[config.mk]
export PLATFORM = sky130hd
export DESIGN_NAME = cpu_sram_axi_bridge
export DESIGN_NICKNAME = d
export VERILOG_FILES = /design/src/rtl/cpu_sram_axi_bridge.sv
export SDC_FILE = /design/constraint.sdc
export NUM_CORES = 1
export LEC_CHECK = 0
export CAP_MARGIN = 20
export CORE_AREA = 2 2 166 168
export CTS_CLUSTER_DIAMETER = 100
export DETAILED_ROUTE_END_ITERATION = 6
export DIE_AREA = 0 0 168 170
export GPL_TIMING_DRIVEN = 0
export PLACE_DENSITY = 0.51
export SKIP_CTS_REPAIR_TIMING = 1
export SLEW_MARGIN = 20
export SYNTH_ARGS = -nofsm -noshare
export SYNTH_HDL_FRONTEND = slang
export SYNTH_SLANG_ARGS = --single-unit
[constraint.sdc]
create_clock -name clk -period 3 [get_ports clk]
set_clock_uncertainty 0.05 [all_clocks]
set_input_delay 0.6 -clock clk [delete_from_list [all_inputs] [get_ports clk]]
set_output_delay 0.6 -clock clk [all_outputs]
set_load 0.01 [all_outputs]
[src/rtl/cpu_sram_axi_bridge.sv]
// Merges the core's inst/data SRAM-like ports onto one AXI3 master, with a single outstanding transaction per port.
// addr_ok is combinational on accept. AR/AW/W are held until ready. rready is always high and bready is held off when a data read returns in the same cycle.
module cpu_sram_axi_bridge #(
  parameter logic [3:0] INST_ID = 4'd0,
  parameter logic [3:0] DATA_ID = 4'd1
) (
  input  logic        clk,
  input  logic        resetn,
  input  logic        inst_sram_req,
  input  logic        inst_sram_wr,
  input  logic [1:0]  inst_sram_size,
  input  logic [31:0] inst_sram_addr,
  input  logic [3:0]  inst_sram_wstrb,
  input  logic [31:0] inst_sram_wdata,
  output logic        inst_sram_addr_ok,
  output logic        inst_sram_data_ok,
  output logic [31:0] inst_sram_rdata,
  input  logic        data_sram_req,
  input  logic        data_sram_wr,
  input  logic [1:0]  data_sram_size,
  input  logic [31:0] data_sram_addr,
  input  logic [3:0]  data_sram_wstrb,
  input  logic [31:0] data_sram_wdata,
  output logic        data_sram_addr_ok,
  output logic        data_sram_data_ok,
  output logic [31:0] data_sram_rdata,
  output logic [3:0]  arid,
  output logic [31:0] araddr,
  output logic [7:0]  arlen,
  output logic [2:0]  arsize,
  output logic [1:0]  arburst,
  output logic [1:0]  arlock,
  output logic [3:0]  arcache,
  output logic [2:0]  arprot,
  output logic        arvalid,
  input  logic        arready,
  input  logic [3:0]  rid,
  input  logic [31:0] rdata,
  input  logic [1:0]  rresp,
  input  logic        rlast,
  input  logic        rvalid,
  output logic        rready,
  output logic [3:0]  awid,
  output logic [31:0] awaddr,
  output logic [7:0]  awlen,
  output logic [2:0]  awsize,
  output logic [1:0]  awburst,
  output logic [1:0]  awlock,
  output logic [3:0]  awcache,
  output logic [2:0]  awprot,
  output logic        awvalid,
  input  logic        awready,
  output logic [3:0]  wid,
  output logic [31:0] wdata,
  output logic [3:0]  wstrb,
  output logic        wlast,
  output logic        wvalid,
  input  logic        wready,
  input  logic [3:0]  bid,
  input  logic [1:0]  bresp,
  input  logic        bvalid,
  output logic        bready
);

  typedef enum logic {AR_IDLE, AR_SEND} ar_state_t;
  typedef enum logic [1:0] {W_IDLE, W_SEND, W_RESP} w_state_t;
  typedef struct packed {
    logic [31:0] addr;
    logic [2:0]  size;
    logic [3:0]  strb;
    logic [31:0] data;
  } wr_req_t;

  ar_state_t ar_state;
  w_state_t  w_state;
  wr_req_t   wr_q;
  logic      inst_busy, data_busy;

  logic inst_rd_cand, data_rd_cand;
  logic inst_rd_acc, data_rd_acc, data_wr_acc;
  logic inst_ret, data_rd_ret, wr_done;
  logic rid_is_data;

  assign rid_is_data  = rvalid && (rid == DATA_ID);
  assign inst_rd_cand = resetn && inst_sram_req && !inst_busy;
  assign data_rd_cand = resetn && data_sram_req && !data_sram_wr && !data_busy;
  // Data reads take priority over instruction fetches on the shared AR channel.
  assign data_rd_acc  = (ar_state == AR_IDLE) && data_rd_cand;
  assign inst_rd_acc  = (ar_state == AR_IDLE) && inst_rd_cand && !data_rd_cand;
  assign data_wr_acc  = resetn && (w_state == W_IDLE) && data_sram_req && data_sram_wr && !data_busy;

  assign inst_ret    = resetn && rvalid && (rid == INST_ID) && inst_busy;
  // A data-id R beat only completes a read when no write owns the data port.
  assign data_rd_ret = resetn && rid_is_data && data_busy && (w_state == W_IDLE);
  assign bready      = resetn && (w_state == W_RESP) && !rid_is_data;
  assign wr_done     = bvalid && bready;
  assign rready      = resetn;

  assign inst_sram_addr_ok = inst_rd_acc;
  assign data_sram_addr_ok = data_rd_acc || data_wr_acc;
  assign inst_sram_data_ok = inst_ret;
  assign data_sram_data_ok = data_rd_ret || wr_done;
  assign inst_sram_rdata   = inst_ret ? rdata : 32'd0;
  assign data_sram_rdata   = data_rd_ret ? rdata : 32'd0;

  assign arvalid = (ar_state == AR_SEND);
  assign arlen   = 8'd0;
  assign arburst = 2'b01;
  assign arlock  = 2'b00;
  assign arcache = 4'd0;
  assign arprot  = 3'd0;

  assign awid    = DATA_ID;
  assign awaddr  = wr_q.addr;
  assign awsize  = wr_q.size;
  assign awlen   = 8'd0;
  assign awburst = 2'b01;
  assign awlock  = 2'b00;
  assign awcache = 4'd0;
  assign awprot  = 3'd0;
  assign wid     = DATA_ID;
  assign wdata   = wr_q.data;
  assign wstrb   = wr_q.strb;
  assign wlast   = 1'b1;

  logic unused_ok;
  assign unused_ok = ^{inst_sram_wr, inst_sram_wstrb, inst_sram_wdata, rresp, rlast, bid, bresp};

  always_ff @(posedge clk) begin
    if (!resetn) begin
      ar_state  <= AR_IDLE;
      w_state   <= W_IDLE;
      arid      <= 4'd0;
      araddr    <= 32'd0;
      arsize    <= 3'd0;
      wr_q      <= '0;
      awvalid   <= 1'b0;
      wvalid    <= 1'b0;
      inst_busy <= 1'b0;
      data_busy <= 1'b0;
    end else begin
      case (ar_state)
        AR_IDLE: begin
          if (data_rd_acc) begin
            arid     <= DATA_ID;
            araddr   <= data_sram_addr;
            arsize   <= {1'b0, data_sram_size};
            ar_state <= AR_SEND;
          end else if (inst_rd_acc) begin
            arid     <= INST_ID;
            araddr   <= inst_sram_addr;
            arsize   <= {1'b0, inst_sram_size};
            ar_state <= AR_SEND;
          end
        end
        AR_SEND: if (arready) ar_state <= AR_IDLE;
        default: ar_state <= AR_IDLE;
      endcase

      case (w_state)
        W_IDLE: begin
          if (data_wr_acc) begin
            wr_q    <= '{addr: data_sram_addr, size: {1'b0, data_sram_size},
                         strb: data_sram_wstrb, data: data_sram_wdata};
            awvalid <= 1'b1;
            wvalid  <= 1'b1;
            w_state <= W_SEND;
          end
        end
        W_SEND: begin
          if (awready) awvalid <= 1'b0;
          if (wready)  wvalid  <= 1'b0;
          // AW and W may complete in either order; move on once neither is still pending.
          if ((!awvalid || awready) && (!wvalid || wready)) w_state <= W_RESP;
        end
        W_RESP:  if (wr_done) w_state <= W_IDLE;
        default: w_state <= W_IDLE;
      endcase

      if (inst_rd_acc)   inst_busy <= 1'b1;
      else if (inst_ret) inst_busy <= 1'b0;

      if (data_rd_acc || data_wr_acc)  data_busy <= 1'b1;
      else if (data_rd_ret || wr_done) data_busy <= 1'b0;
    end
  end

endmodule

Word level (Yosys, flattened, before mapping)
Cells that the tools add are included.
{ "classes": {"muxes": 25, "n_bitwise": 1, "n_reduce_logical": 45, "n_eq_ne": 8} }
{ "op_table": {"columns": ["op", "count"], "rows": [
  ["$mux W32", 4],
  ["$logic_and A1 B1 Y1", 23],
  ["$mux W1", 10],
  ["$ne A2 B2 Y1 const B", 5],
  ["$reduce_and A3 Y1", 3],
  ["$mux W4", 2],
  ["$reduce_bool A2 Y1", 4],
  ["$logic_not A1 Y1", 7],
  ["$mux W2", 3],
  ["$mux W3", 2],
  ["$pmux W1 S2", 3],
  ["$pmux W2 S3", 1],
  ["$eq A4 B1 Y1 const B", 1],
  ["$logic_not A4 Y1", 1],
  ["$logic_or A1 B1 Y1", 4],
  ["$reduce_and A2 Y1", 2],
  ["$eq A2 B1 Y1 const B", 1],
  ["$eq A2 B2 Y1 const B", 1],
  ["$logic_not A2 Y1", 1],
  ["$not A1 Y1", 1]
]} }
{ "totals": {"inputBits": 196, "ff_bits": 116, "out_inout_bits": 230} }

Depth between registers and ports, before layout
{ "logic_depth": {"word_depth": 8, "mapped_depth": 7, "depth_no_buf": 4} }

Worst setup path before layout
OpenSTA, ideal clock, no wires.
{ "synth_path": {"path_kind": "input to output", "from": "input port rid[1]", "to": "output port inst_sram_rdata[22]", "setup_slack_ns": 0.691, "path_stages": 5, "path_buffers": 1, "arrival_time_ns": 1.659, "cell_sequence": "nor4b_2 nand3b_1 nor2_1 buf_2 and2_1"} }
{ "synth_between": {"elab_chain_len": 4} }
{ "synth_lines": {"columns": ["element", "line_no", "rtl"], "rows": [
  ["start, declared", "37", "input logic [3:0] rid,"],
  ["$logic_not A4 Y1", "92", "assign inst_ret = resetn && rvalid && (rid == INST_ID) && inst_busy;"],
  ["$logic_and A1 B1 Y1 (2 in series)", "92", null],
  ["via inst_sram_data_ok", "16", "output logic inst_sram_data_ok,"],
  ["$mux W32", "103", "assign inst_sram_rdata = inst_ret ? rdata : 32'd0;"],
  ["end, declared", "17", "output logic [31:0] inst_sram_rdata,"]
]} }
The timed path passes the listed nets, and every way through them passes these cells.

Final worst setup path
{ "layout_path": {"from": "input port rid[2]", "to": "output port data_sram_rdata[0]"} }
{ "layout_between": {"elab_chain_len": 6} }
{ "layout_lines": {"columns": ["element", "line_no", "rtl"], "rows": [
  ["$eq A4 B1 Y1", "84", "assign rid_is_data = rvalid && (rid == DATA_ID);"],
  ["$logic_and A1 B1 Y1", "84", null],
  ["$logic_and A1 B1 Y1 (3 in series)", "94", "assign data_rd_ret = resetn && rid_is_data && data_busy && (w_state == W_IDLE);"],
  ["$mux W32", "104", "assign data_sram_rdata = data_rd_ret ? rdata : 32'd0;"],
  ["end, declared", "26", "output logic [31:0] data_sram_rdata,"]
]} }
Every way passes these cells.

==> qor.csv <==
metric,value,unit
cts_htree_levels,3,
finalSetupViolCount,0,
final_nets,1276,
tritoncts,yes,
grt.total_usage,16.3,%
end_kind,output port,
crit_end,data_sram_rdata[0],
min_from,wdata[20],
synth_top_area_share,41.5,%
dieArea,28600,um2
regToRegStartpoint,w_state[0],
crit_fanout,4,
synth_top_cell_by_area,dfxtp_1,
ant_nets,0,
gp_congestion,0.783,
final.period_utilization,98.4,%
synth-seq-cells,112,
hold_path.class,reg2reg,
startpoint,rid[2],
max_freq,0.339,GHz
placed_area,9280,um2
holdWs,403,ps
ir_worst_vdd,0.000280,V
finalCriticalPeriod,2950,ps
core_area,26700,um2
cp.required,2350,ps
critPathMaxStageDelay,540,ps
grt_max_degree,20,
report.power.total,3.95,mW
grt_pass1_vias,5794,
routed_wl,24300,um
die_x,168,um
ys_warn_count,0,
worst-r2r-setup-slack,1100,ps
grt_overflow_total,0,
hold_violations,0,
fin_area,10000,um2
synth_common_cells,"nand2_1 (179), dfxtp_1 (112), a21boi_1 (70)",
synth_edf_count,0,
clock-sinks,112,
syn_inst,674,
tightest_slew,934,ps
fillCellCount,2790,
max_slew_margin,37.7,%
async_flop_share,0,%
crit_type,in2out,
rr_worst_depth,6,
die_h,170,um
power.leakage,5.13,nW
synth_cell_types,32,
ys_seq_area_share,41.5,%
tns,0,ps
status,finished clean,
start_util,20.2,%
syn2layout_area_growth,85.6,%
avgSynthCellArea,8.01,um2
drt_pre_antenna_iters,4,
critPathArrivalTime,2300,ps
synth_ff_type,dfxtp_1,
ys_top_cells_by_area,"dfxtp_1 (42%), nand2_1 (12%), a21boi_1 (9.7%)",
io_pins,426,
cts_root_buffer,clkbuf_16,
layout_setup_ws,49.1,ps
reg2reg_to,awaddr[21],
drc_errors,0,
wl_per_cell,17.0,um
drive_above_1_share,11.6,%
cap_violations,0,
rows,60,
cts_made_buffers,9,
drt_iter0_drc,222,
synth.cell_area,5400,um2
via_per_inst,4.18,
slew_violations,0,
antenna_found_initial,1,
cp_cell_sequence,dlymetal6s2s_1 > nor4b_4 > buf_4 > and4b_2 > buf_4 > and3_1 > clkdlybuf4s50_1,
post-place-ws,-1010,ps
yosysMostFrequentCell,nand2_1,
clock_path_buffers,2,
via_count,5966,
clk_pin_slew_worst_paths,70,ps
cp-start-kind,input pin,
dp_hpwl,18800,um
slowest_stage,clkdlybuf4s50_1,
numPortBuffers,327,
cp_common_cell,buf_4,
grt_pass1_wl,35400,um
p_per_area,395,nW/um2
clk_latency,370,ps
==> final cells by class <==
type	instances	area, um2	share of cell area [%]
Clock buffer	9	225	2.25
Antenna cell	1	2.50	0.0250
Timing Repair Buffer	345	3570	35.6
Clock inverter	7	126	1.26
Multi-Input combinational cell	500	2700	26.9
Tap cell	341	427	4.26
Buffer	108	717	7.16
Inverter	4	15.0	0.150
Sequential cell	112	2240	22.4
==> report_power, final <==
part	switching [mW]	internal, mW	total (mW)
Clock	0.628	0.829	1.46
Sequential	0.0493	1.57	1.62
Combinational	0.387	0.489	0.876
Total	1.06	2.89	3.95
==> cell families after synthesis <==
| group | share of synthesized area [%] |
|---|---|
| AOI/OAI and AO/OA | 20.0 |
| other | 0.139 |
| DFF | 41.5 |
| buffers and inverters | 12.6 |
| and+or+nand+nor | 25.7 |
==> per-layer routing <==
metal | global-route usage (%) | wire length, um | part of all wire (%)
met5 | 0 | 13 | 0.053
met2 | 26.5 | 11100 | 46
met1 | 20.7 | 10800 | 45
met3 | 5.67 | 1940 | 8.0
met4 | 4.05 | 390 | 1.6
==> worst min path at each step <==
stage / endpoint / slack (ps) / cells past startpoint
2_1_floorplan: data_busy / 400 / 2
3_3_place_gp: wdata[19] / 390 / 2
3_5_place_dp: awaddr[17] / 400 / 2
4_1_cts: wdata[20] / 410 / 2
5_1_grt: awaddr[0] / 420 / 2
6_report: wdata[20] / 400 / 2
==> cell usage in the layout (no fill, tap or decap), drive strengths merged, types with 2 or more instances in the layout <==
master | synthesis | final
clkdlybuf4s50 | 0 | 256
nand3 | 35 | 35
dlymetal6s2s | 0 | 67
clkinv | 1 | 2
a22o | 34 | 34
clkbuf | 29 | 42
nand2 | 179 | 179
nor2 | 2 | 2
conb | 2 | 52
a21boi | 70 | 70
buf | 79 | 97
nor2b | 4 | 4
and3 | 33 | 33
o21a | 5 | 5
a21oi | 6 | 6
dfxtp | 112 | 112
bufinv | 0 | 3
o21ai | 35 | 35
inv | 3 | 5
and2 | 34 | 34
==> flip-flops by register name (all words and copies together) (netlist names) <==
| register | count |
|---|---|
| arid | 1 |
| w_state | 2 |
| inst_busy | 1 |
| wvalid | 1 |
| awaddr | 32 |
| data_busy | 1 |
| arsize | 2 |
| arvalid | 1 |
| araddr | 32 |
| awsize | 2 |
| wstrb | 4 |
| wdata | 32 |
| awvalid | 1 |
==> through the flow <==
stage                     utilization (%)  std cells
after floorplan                         -        724
after global placement               34.8       1392
after detailed placement             34.8       1392
after CTS                            36.2       1408
after global routing                 37.6       1426
final                                37.6       1427
==> worst max-delay path, delay by kind of cell <==
| kind | cells | cell delay (ps) |
|---|---|---|
| buf+inv | 4 | 1010 |
| simple gates | 3 | 700 |
Power figures use the tool's default switching activity.
